[src/rtl/weight_stream_pkg.sv]
// Shared types and helpers for the weight streaming sequencer.
package weight_stream_pkg;

    typedef enum logic [1:0] {
        IDLE   = 2'd0,
        STREAM = 2'd1,
        DRAIN  = 2'd2
    } state_t;

    // Default ROM read latency (address+ce to valid data).
    localparam int RD_LAT_DEFAULT = 2;

    // A read may be issued only if every outstanding word already has a FIFO slot reserved.
    function automatic logic credit_ok(input int unsigned inflight,
                                       input int unsigned fifo_count,
                                       input int unsigned fifo_depth);
        return (inflight + fifo_count) < fifo_depth;
    endfunction

endpackage

[src/rtl/weight_stream_ctrl_if.sv]
// Valid/ready stream carrying ROM words to the downstream consumer.
interface weight_stream_ctrl_if
    import weight_stream_pkg::*;
#(
    parameter int DATA_WIDTH = 128
) ();
    logic [DATA_WIDTH-1:0] data_out;
    logic                  data_out_valid;
    logic                  data_out_ready;

    modport master (
        output data_out,
        output data_out_valid,
        input  data_out_ready
    );

    modport slave (
        input  data_out,
        input  data_out_valid,
        output data_out_ready
    );
endinterface

[src/rtl/weight_stream_fifo.sv]
// Small synchronous FIFO that absorbs ROM words while the consumer stalls.
module weight_stream_fifo
    import weight_stream_pkg::*;
#(
    parameter int DATA_WIDTH = 128,
    parameter int FIFO_DEPTH = 4,
    parameter int CNT_W      = $clog2(FIFO_DEPTH + 1)
) (
    input  logic                  clk,
    input  logic                  rst,
    input  logic                  push,
    input  logic [DATA_WIDTH-1:0] push_data,
    input  logic                  pop,
    output logic [DATA_WIDTH-1:0] head,
    output logic                  head_valid,
    output logic [CNT_W-1:0]      count
);
    localparam int PTR_W = (FIFO_DEPTH > 1) ? $clog2(FIFO_DEPTH) : 1;

    logic [DATA_WIDTH-1:0] mem [FIFO_DEPTH];
    logic [PTR_W-1:0]      wr_ptr;
    logic [PTR_W-1:0]      rd_ptr;
    logic                  empty;
    logic                  full;
    logic                  do_push;
    logic                  do_pop;

    function automatic logic [PTR_W-1:0] ptr_inc(input logic [PTR_W-1:0] p);
        return (p == PTR_W'(FIFO_DEPTH - 1)) ? '0 : p + PTR_W'(1);
    endfunction

    assign empty      = (count == '0);
    assign full       = (count == CNT_W'(FIFO_DEPTH));
    assign do_pop     = pop && !empty;
    // A pop in the same cycle frees the slot, so push-on-full is legal then.
    assign do_push    = push && (!full || do_pop);
    // Head is forced to zero when empty so the output is clean after reset.
    assign head       = empty ? '0 : mem[rd_ptr];
    assign head_valid = !empty;

    // Pointer and occupancy bookkeeping.
    always_ff @(posedge clk or negedge rst) begin
        if (!rst) begin
            wr_ptr <= '0;
            rd_ptr <= '0;
            count  <= '0;
        end else begin
            if (do_push) wr_ptr <= ptr_inc(wr_ptr);
            if (do_pop)  rd_ptr <= ptr_inc(rd_ptr);
            case ({do_push, do_pop})
                2'b10:   count <= count + CNT_W'(1);
                2'b01:   count <= count - CNT_W'(1);
                default: count <= count;
            endcase
        end
    end

    // Storage array; data needs no reset because occupancy gates its use.
    always_ff @(posedge clk) begin
        if (do_push) mem[wr_ptr] <= push_data;
    end

    // Credit logic upstream must never present a word the FIFO cannot take.
    always_ff @(posedge clk) begin
        if (rst) begin
            assert (!(push && full && !do_pop))
                else $error("weight_stream_fifo: push into full FIFO");
        end
    end

endmodule

[src/rtl/weight_stream_ctrl.sv]
// Sequencer that streams a latency-2 weight ROM for a number of passes
// into a valid/ready consumer, using read credits so nothing is dropped.
module weight_stream_ctrl
    import weight_stream_pkg::*;
#(
    parameter int DATA_WIDTH   = 128,
    parameter int DEPTH        = 576,
    parameter int ADDR_WIDTH   = $clog2(DEPTH) + 1,
    parameter int READ_LATENCY = RD_LAT_DEFAULT,
    parameter int FIFO_DEPTH   = 4,
    parameter int PASS_WIDTH   = 16
) (
    input  logic                  clk,
    input  logic                  rst,
    input  logic                  start,
    input  logic [PASS_WIDTH-1:0] num_passes,
    output logic                  busy,
    output logic                  done,
    output logic [ADDR_WIDTH-1:0] rom_addr,
    output logic                  rom_ce,
    input  logic [DATA_WIDTH-1:0] rom_q,
    output logic [PASS_WIDTH-1:0] pass_idx,
    weight_stream_ctrl_if.master  stream
);
    localparam int CNT_W = $clog2(FIFO_DEPTH + 1);
    localparam int INF_W = $clog2(READ_LATENCY + 1);
    localparam logic [ADDR_WIDTH-1:0] LAST_ADDR = ADDR_WIDTH'(DEPTH - 1);

    if (FIFO_DEPTH < READ_LATENCY + 2) begin : g_bad_fifo_depth
        $error("FIFO_DEPTH must be at least READ_LATENCY+2 for full throughput");
    end

    state_t                  state;
    state_t                  state_next;
    logic [ADDR_WIDTH-1:0]   addr;
    logic [PASS_WIDTH-1:0]   num_passes_q;
    logic [READ_LATENCY-1:0] vld_p;
    logic                    drain_armed;
    logic [INF_W-1:0]        inflight;
    logic [CNT_W-1:0]        fifo_count;
    logic                    issue;
    logic                    last_issue;
    logic                    drain_done;

    // State register.
    always_ff @(posedge clk or negedge rst) begin
        if (!rst) state <= IDLE;
        else      state <= state_next;
    end

    // Next-state decision.
    always_comb begin
        state_next = state;
        case (state)
            IDLE: begin
                if (start) state_next = (num_passes == '0) ? DRAIN : STREAM;
            end
            STREAM: begin
                if (issue && last_issue) state_next = DRAIN;
            end
            DRAIN: begin
                if (drain_done) state_next = IDLE;
            end
            default: state_next = IDLE;
        endcase
    end

    // Outputs and issue strobe derived from state and registered counters.
    always_comb begin
        issue      = (state == STREAM) &&
                     credit_ok(32'(inflight), 32'(fifo_count), 32'(FIFO_DEPTH));
        last_issue = (addr == LAST_ADDR) &&
                     (pass_idx == num_passes_q - PASS_WIDTH'(1));
        // drain_armed guarantees at least one busy cycle in DRAIN, even for empty jobs.
        drain_done = (state == DRAIN) && drain_armed &&
                     (inflight == '0) && (fifo_count == '0);
        done       = drain_done;
        busy       = (state == STREAM) || ((state == DRAIN) && !drain_done);
        rom_ce     = busy;
        rom_addr   = addr;
    end

    // Count reads still travelling through the ROM pipeline.
    always_comb begin
        inflight = '0;
        for (int i = 0; i < READ_LATENCY; i++) begin
            inflight = inflight + INF_W'(vld_p[i]);
        end
    end

    // Address/pass counters, job latch and the read-valid shift register.
    always_ff @(posedge clk or negedge rst) begin
        if (!rst) begin
            addr         <= '0;
            pass_idx     <= '0;
            num_passes_q <= '0;
            vld_p        <= '0;
            drain_armed  <= 1'b0;
        end else begin
            vld_p[0] <= issue;
            for (int i = 1; i < READ_LATENCY; i++) begin
                vld_p[i] <= vld_p[i-1];
            end
            drain_armed <= (state == DRAIN);
            if (state == IDLE && start) begin
                num_passes_q <= num_passes;
                addr         <= '0;
                pass_idx     <= '0;
            end else if (issue) begin
                if (addr == LAST_ADDR) begin
                    addr     <= '0;
                    pass_idx <= pass_idx + PASS_WIDTH'(1);
                end else begin
                    addr <= addr + ADDR_WIDTH'(1);
                end
            end
        end
    end

    weight_stream_fifo #(
        .DATA_WIDTH (DATA_WIDTH),
        .FIFO_DEPTH (FIFO_DEPTH),
        .CNT_W      (CNT_W)
    ) u_fifo (
        .clk        (clk),
        .rst        (rst),
        .push       (vld_p[READ_LATENCY-1]),
        .push_data  (rom_q),
        .pop        (stream.data_out_ready),
        .head       (stream.data_out),
        .head_valid (stream.data_out_valid),
        .count      (fifo_count)
    );

endmodule

[src/flat_wrapper.sv]
// flat-port wrapper written by rule: the top's interface ports become plain ports
module weight_stream_ctrl_flat import weight_stream_pkg::*;
#(
    parameter int DATA_WIDTH   = 128,
    parameter int DEPTH        = 576,
    parameter int ADDR_WIDTH   = $clog2(DEPTH) + 1,
    parameter int READ_LATENCY = RD_LAT_DEFAULT,
    parameter int FIFO_DEPTH   = 4,
    parameter int PASS_WIDTH   = 16
)
  (clk, rst, start, num_passes, busy, done, rom_addr, rom_ce, rom_q, pass_idx, stream_data_out, stream_data_out_valid, stream_data_out_ready);
  weight_stream_ctrl_if #(.DATA_WIDTH(DATA_WIDTH)) stream_i ();
  input  logic clk;
  input  logic rst;
  input  logic start;
  input  logic [PASS_WIDTH-1:0] num_passes;
  output logic busy;
  output logic done;
  output logic [ADDR_WIDTH-1:0] rom_addr;
  output logic rom_ce;
  input  logic [DATA_WIDTH-1:0] rom_q;
  output logic [PASS_WIDTH-1:0] pass_idx;
  output wire logic [$bits(stream_i.data_out)-1:0] stream_data_out;
  output wire logic [$bits(stream_i.data_out_valid)-1:0] stream_data_out_valid;
  input wire logic [$bits(stream_i.data_out_ready)-1:0] stream_data_out_ready;
  assign stream_data_out = stream_i.data_out;
  assign stream_data_out_valid = stream_i.data_out_valid;
  assign stream_i.data_out_ready = stream_data_out_ready;
  weight_stream_ctrl #(.DATA_WIDTH(DATA_WIDTH), .DEPTH(DEPTH), .ADDR_WIDTH(ADDR_WIDTH), .READ_LATENCY(READ_LATENCY), .FIFO_DEPTH(FIFO_DEPTH), .PASS_WIDTH(PASS_WIDTH)) u_core (.clk(clk), .rst(rst), .start(start), .num_passes(num_passes), .busy(busy), .done(done), .rom_addr(rom_addr), .rom_ce(rom_ce), .rom_q(rom_q), .pass_idx(pass_idx), .stream(stream_i));
endmodule
[config.mk]
export PLATFORM = sky130hd
export DESIGN_NAME = weight_stream_ctrl_flat
export DESIGN_NICKNAME = d
export VERILOG_FILES = /design/src/rtl/weight_stream_pkg.sv /design/src/rtl/weight_stream_ctrl_if.sv /design/src/rtl/weight_stream_fifo.sv /design/src/rtl/weight_stream_ctrl.sv /design/src/flat_wrapper.sv
export SDC_FILE = /design/constraint.sdc
export NUM_CORES = 1
export LEC_CHECK = 0
export ABC_AREA = 1
export CAP_MARGIN = 15
export CORE_MARGIN = 2
export CORE_UTILIZATION = 55
export DETAILED_ROUTE_END_ITERATION = 10
export PLACE_DENSITY = 0.9
export SLEW_MARGIN = 15
export SYNTH_ARGS = -nofsm -noshare
export SYNTH_HDL_FRONTEND = slang
export SYNTH_HIERARCHICAL = 1
export SYNTH_SLANG_ARGS = --single-unit
[constraint.sdc]
create_clock -name clk -period 9 [get_ports clk]
set_input_delay 1.8 -clock clk [delete_from_list [all_inputs] [get_ports clk]]
set_output_delay 1.8 -clock clk [all_outputs]
set_load 0.01 [all_outputs]
After elaboration in Yosys (flattened, before gate mapping)
Memories as Yosys holds them, arrays and structs flattened.
Cells that the tools add are included.
{ "totals": {"reg_bits": 55, "romBits": 0, "output_inout_bits": 159, "latchBits": 0, "n_memories": 1, "ram_bits": 512} }
{ "mem_list": {"columns": ["memory", "depth", "word_bits", "read_ports", "rd_ports_with_merged_regs", "wr", "line", "text"], "rows": [
  ["u_core.u_fifo.mem", 4, 128, 1, 0, 1, "weight_stream_fifo.sv:20", "logic [DATA_WIDTH-1:0] mem [FIFO_DEPTH];"]
]} }
{ "classes": {"n_div": 0, "n_addsub": 9, "n_mux": 17, "n_bitwise": 0, "n_shift": 0, "multipliers": 0, "n_eq_ne": 12, "n_reduce_logical": 24, "magnitude_cmp": 1} }
{ "op_table": {"columns": ["operator", "n"], "rows": [
  ["128-bit two-way mux", 1],
  ["16-bit two-way mux", 3],
  ["11-bit two-way mux", 3],
  ["32-bit by 3-bit less-than comparator with 1-bit output, second input constant", 1],
  ["16-bit by 1-bit adder with 16-bit output, second input constant", 1],
  ["16-bit == test", 1],
  ["16-bit zero test", 1],
  ["16-bit by 1-bit subtractor with 16-bit output, second input constant", 1],
  ["2-bit two-way mux", 6],
  ["11-bit by 1-bit adder with 11-bit output, second input constant", 1],
  ["11-bit by 10-bit == test with 1-bit output, second input constant", 1],
  ["1-bit logical AND", 10],
  ["2-bit == test, second input constant", 4],
  ["2-bit case mux with 3 select lines", 1],
  ["3-bit case mux with 2 select lines", 1],
  ["2-bit nonzero test", 3],
  ["2-bit by 1-bit adder with 2-bit output, second input constant", 2],
  ["2-bit by 3-bit adder with 4-bit output", 1],
  ["2-bit by 1-bit == test with 1-bit output, second input constant", 2],
  ["2-bit zero test", 2],
  ["2-bit != test, second input constant", 2],
  ["3-bit by 1-bit adder with 3-bit output, second input constant", 1],
  ["3-bit == test, second input constant", 1],
  ["1-bit zero test", 3],
  ["other kinds (8)", 10]
]} }

Depth between registers and ports, before layout
{ "logic_depth": {"depth_word": 7, "mapped_depth": 15} }

Modules after synthesis
Netlist, hierarchy kept.
{ "by_module_without_submodules": {"columns": ["module", "n_inst", "cells_per_inst", "area_per_inst_um2"], "rows": [
  ["weight_stream_fifo", 1, 2081, 22202.5],
  ["weight_stream_ctrl", 1, 421, 3211.8]
]} }

Least setup slack after synthesis
OpenSTA, ideal clock, no wires.
{ "synth_timing": {"kind": "input-to-reg", "from": "input port stream_data_out_ready", "to": "memory u_core.u_fifo.mem[0][0] (enable)", "arrival_ns": 7.384, "slack_ns": 0.998, "required_ns": 8.383, "setup_ns": 0.617, "stages": 4, "cell_sequence": "nor2_1 -> nand2_1 -> nand2_1 -> nor2_1"} }
{ "synth_between": {"elab_chain_cells": 5} }
{ "synth_rtl": {"columns": ["element", "line", "text"], "rows": [
  ["start: declaration", "flat_wrapper.sv:25", "input wire logic [$bits(stream_i.data_out_ready)-1:0] stream_data_out_ready;"],
  ["1-bit logical AND", "weight_stream_fifo.sv:34", "assign do_pop = pop && !empty;"],
  ["1-bit logical OR", "weight_stream_fifo.sv:36", "assign do_push = push && (!full || do_pop);"],
  ["1-bit logical AND", "weight_stream_fifo.sv:36", null],
  ["1-bit two-way mux", "weight_stream_fifo.sv:60", "if (do_push) mem[wr_ptr] <= push_data;"],
  ["1-bit two-way mux (implied by the code)", "weight_stream_fifo.sv:60", null],
  ["end: declaration", "weight_stream_fifo.sv:20", null]
]} }
No other way between the ends.

Worst setup path after layout
{ "layout_timing": {"from": "register u_core.u_fifo.rd_ptr[1]", "to": "output port stream_data_out[41]"} }
{ "layout_between": {"elab_chain_cells": 2} }
{ "layout_rtl": {"columns": ["element", "line", "text"], "rows": [
  ["start: declaration", "weight_stream_fifo.sv:22", "logic [PTR_W-1:0] rd_ptr;"],
  ["start signal: assignment", "weight_stream_fifo.sv:49", "if (do_pop) rd_ptr <= ptr_inc(rd_ptr);"],
  ["memory 4 x 128 bit", null, null],
  ["128-bit two-way mux", "weight_stream_fifo.sv:38", "assign head = empty ? '0 : mem[rd_ptr];"],
  ["end: declaration", "flat_wrapper.sv:23", "output wire logic [$bits(stream_i.data_out)-1:0] stream_data_out;"]
]} }
No other way between the ends.

==> key figures <==
Clocking
  – Setup Fix Bufs, Post-CTS: 0
  – CTS buffer count: 57
  – Clk sinks: around 570
  – Hold-fix buffers, CTS: 0
  – Clk buf depth: 3
  – H-tree depth: 2
  – CTS tree: yes
  – Reg clk slew, reported paths: around 0.060 ns
  – CTS resizes: 0
  – Skew-Pair Late Insertion Delay: 0.63 ns
  – CTS root buffer: clkbuf_16

GRT
  – Vias in the first global route: about 19000
  – GRT Util Overall: a little over a quarter
  – Grt total ovfl: 0
  – First-pass GRT wire length: between 90 and 100 mm
  – Largest net degree at the start of global routing: 107
  – Initial antenna violation count: 6

Worst setup path
  – CP required: 7.20 ns
  – Slowest stage delay, CP: 0.97 ns
  – CP cell instances: inv_4 > buf_4 > nand3_1 > a21oi_1 > clkdlybuf4s50_1
  – Critical path class: register to output port
  – Crit-path max FO: 88
  – R2r startpoint: u_core/u_fifo/count[0]$_DFFE_PN0P_
  – R2r endpoint: u_core/u_fifo/mem[2][104]$_DFFE_PP_
  – CP startpoint kind: register
  – Worst reg2reg path depth: 5
  – CP max-delay cell: inv_4
  – Worst R2R Setup Slack: ~6.0 ns
  – Critical Path AT: around 4.1 ns
  – Endpoint type of the worst setup path: output port

Die
  – IO Pins: between 300 and 400
  – Vert. Die Dim: 219 um
  – Die ar.: 0.0479 mm^2
  – Starting Density: 55.9%
  – CORE AREA: about 0.045 mm^2
  – Die X: between 200 and 250 um
  – FP Rows: just under 80

Cells and area
  – # fillers: 3111
  – Most common cell after layout, fill and taps aside: nand2_1
  – Ratio of cells with drive above 1 in the final layout: approximately 5.5%
  – FF/Latch Area: ~0.017 mm^2
  – Fin nets: 2937
  – Area grow syn2layout: 20.3%
  – Final core utilization: 67.2%
  – Multi-input gate area: just under 0.006 mm^2
  – Commonest cells after routing, fill and taps aside: 641 x nand2_1, 572 x inv_1, 512 x edfxtp_1
  – Final Non-Filler Cells: 3432

Pwr
  – Clock power share: a little under a quarter
  – Comb power frac: 40.9%
  – Final Power: a little under 10 mW
  – Int Pwr: about 6.1 mW
  – Net Sw Frac: a little under two fifths
  – Maximum VDD drop: approximately 0.31 mV
  – Flop pwr share: 36.3%
  – Switch Pwr: between 3 and 4 mW
  – Static leakage: between 10 and 15 nW
  – Power per standard cell area: approximately 320 mW/mm^2

Yosys
  – Sequential area share after synthesis: 65.9%
  – Post-synthesis compound-gate area fraction: a little under 4%
  – Adder-Cell Fraction of Synth Area: less than 1%
  – Post-Synthesis Cells: ~2500
  – Synth Cell Area: 0.0254 mm^2
  – Largest family of logic cells by synthesized area: simple AND/OR/NAND/NOR gates
  – Xor/xnor share of the synthesized area: less than 1%
  – Post-Syn Nets: 2663
  – Async set or reset register ratio after synthesis: 9.70%
  – Unique masters post-synth: 44
  – Syn. warnings: 6
  – Mux cell area share after synthesis: 0%
  – Seq cells post-synth: 567
  – EDFF count, synth: slightly above 500
  – Main synth FF type: edfxtp_1
  – Mean Syn Cell Area: just over 10 um^2
  – Post-Synth Simple-Gate Area: between 15 and 20%

Timing
  – Setup repair after global routing missed its margin: false
  – Fmax: approximately 0.17 GHz
  – Max-slew headroom: between 20% and 30%
  – Final Hold Viols: 0
  – Final min period: about 6 ns
  – Hold Worst Slack: ~0.44 ns
  – Max Clock Skew: between 0.04 and 0.05 ns
  – Final period utilization: between 60% and 70%
  – Setup violators final: 0
  – Slew Limit Fails: 0
  – Worst-margin pin slew: around 1.2 ns
  – Setup tns final: 0 ns

Flow run
  – Max_cap viols: 0

Worst hold path
  – Worst hold endpoint: u_core/vld_p[1]$_DFF_PN0_
  – Hold WC Path Type: register to register
  – Hold path depth: 0
  – Worst Hold Launch: u_core/vld_p[0]$_DFF_PN0_

Outcome
  – Run status: finished, final reports clean

Place
  – Routability cong.: between 0.9 and 1
  – Detailed Place HPWL: between 30 and 40 mm
  – # placed instances: 3317
  – Port bufs: 306

Detailed routing
  – Via count: 18700
  – DRC viols: 0
  – Drt total wl: 65.4 mm
  – Routed Antenna Nets: 0
  – Starting DRC count in detailed routing: roughly 2000
  – Vias per cell: approximately 5.5
  – First-pass iteration count of the detailed router: 6
  – Mean routed wirelength per cell: between 15 and 20 um
critical path, delay by kind of cell (launching register included):
family / cells / cell delay, ns
DFF: 1 / 0.72
and+or+nand+nor: 1 / 0.15
AOI/OAI and AO/OA: 1 / 0.37
buffers and inverters: 3 / 2.17
kinds of logic after synthesis:
family                     count (synthesis)
adders and majority gates                 13
AOI/OAI and AO/OA                        179
buffers and inverters                    690
and+or+nand+nor                         1029
DFF                                      567
xor gates and xnor gates                  24
layer usage:
| metal | track usage (%) | vias up | part of all wire, % |
|---|---|---|---|
| met5 | 0 | - | 0.040 |
| met4 | 15.5 | 4 | 5.5 |
| met3 | 5.18 | 234 | 8.7 |
| met2 | 47.1 | 1095 | 50 |
| met1 | 31.0 | 8887 | 35 |
| li1 | - | 8517 | - |
registers in the layout, summed over array words and instances (netlist names), 3 cells and up:
signal and flops:
u_core/u_fifo/mem 512, u_core/num_passes_q 16, u_core/pass_idx 16, u_core/rom_addr 11, u_core/u_fifo/count 3
power groups by stage:
stage | Sequential (mW) | Combinational [mW] | Clock (mW)
after floorplan | 3.55 | 2.29 | 0
after global placement | 3.59 | 3.82 | 0
after detailed placement | 3.62 | 3.93 | 0
after CTS | 3.57 | 3.99 | 2.27
after global routing | 3.61 | 4.33 | 2.37
final | 3.57 | 4.02 | 2.25
worst max-delay path by stage:
stage | from | end | slack [ns] | cells after the start
CTS | u_core/u_fifo/rd_ptr[1]$_DFFE_PN0P_ | stream_data_out[41] | 3.12 | 5
floorplan | stream_data_out_ready | u_core/u_fifo/mem[0][0]$_DFFE_PP_ | 1.0 | 4
global route | u_core/u_fifo/rd_ptr[1]$_DFFE_PN0P_ | stream_data_out[41] | 2.99 | 5
global placement | u_core/u_fifo/rd_ptr[1]$_DFFE_PN0P_ | stream_data_out[41] | 3.84 | 5
detailed placement | u_core/u_fifo/rd_ptr[1]$_DFFE_PN0P_ | stream_data_out[41] | 3.76 | 5
finish | u_core/u_fifo/rd_ptr[1]$_DFFE_PN0P_ | stream_data_out[41] | 3.09 | 5
cell type report:
| cell class | instances | area share, % |
|---|---|---|
| clock inverter | 33 | 0.884 |
| inverter | 583 | 7.20 |
| sequential | 567 | 54.8 |
| tap | 600 | 2.45 |
| clock buffer | 72 | 4.92 |
| antenna | 10 | 0.0818 |
| timing repair buffer | 322 | 10.4 |
| multi-input combinational | 1245 | 19.3 |
cell usage after synthesis (2+ instances only):
library cell	instances	area, um^2
o31ai_2	6	75.1
xnor2_1	6	52.6
buf_2	80	400
nand3b_1	3	22.5
nand2_4	2	22.5
nor3_1	6	30.0
o21ai_0	23	115
clkbuf_1	5	18.8
o21ai_1	4	20.0
xor2_1	17	149
nand2_2	4	25.0
a211oi_1	3	22.5
o22ai_1	4	25.0
nor3_2	3	30.0
inv_2	8	30.0
nor4_2	2	25.0
nor4_4	2	42.5
a21oi_2	10	87.6
buf_6	7	78.8
edfxtp_1	512	15400
dfrtp_1	55	1380
nand3_2	2	20.0
buf_4	14	105
nor2_1	46	173
nor2_4	3	33.8
ha_1	12	150
a21oi_1	128	641
nor4_1	8	50.1
nand3_1	288	1440
inv_1	573	2150
nand2_1	641	2410
nand4_1	5	31.3
nor2_2	8	50.1
nand3_4	2	35.0
metrics by stage:
step	cell area [um^2]	worst slack, ns
global route	30600	2.99
detailed placement	28800	3.76
finish	30600	3.09
floorplan	25400	0.998
global placement	28800	3.84
CTS	30600	3.12
Power figures use the tool's default switching activity.
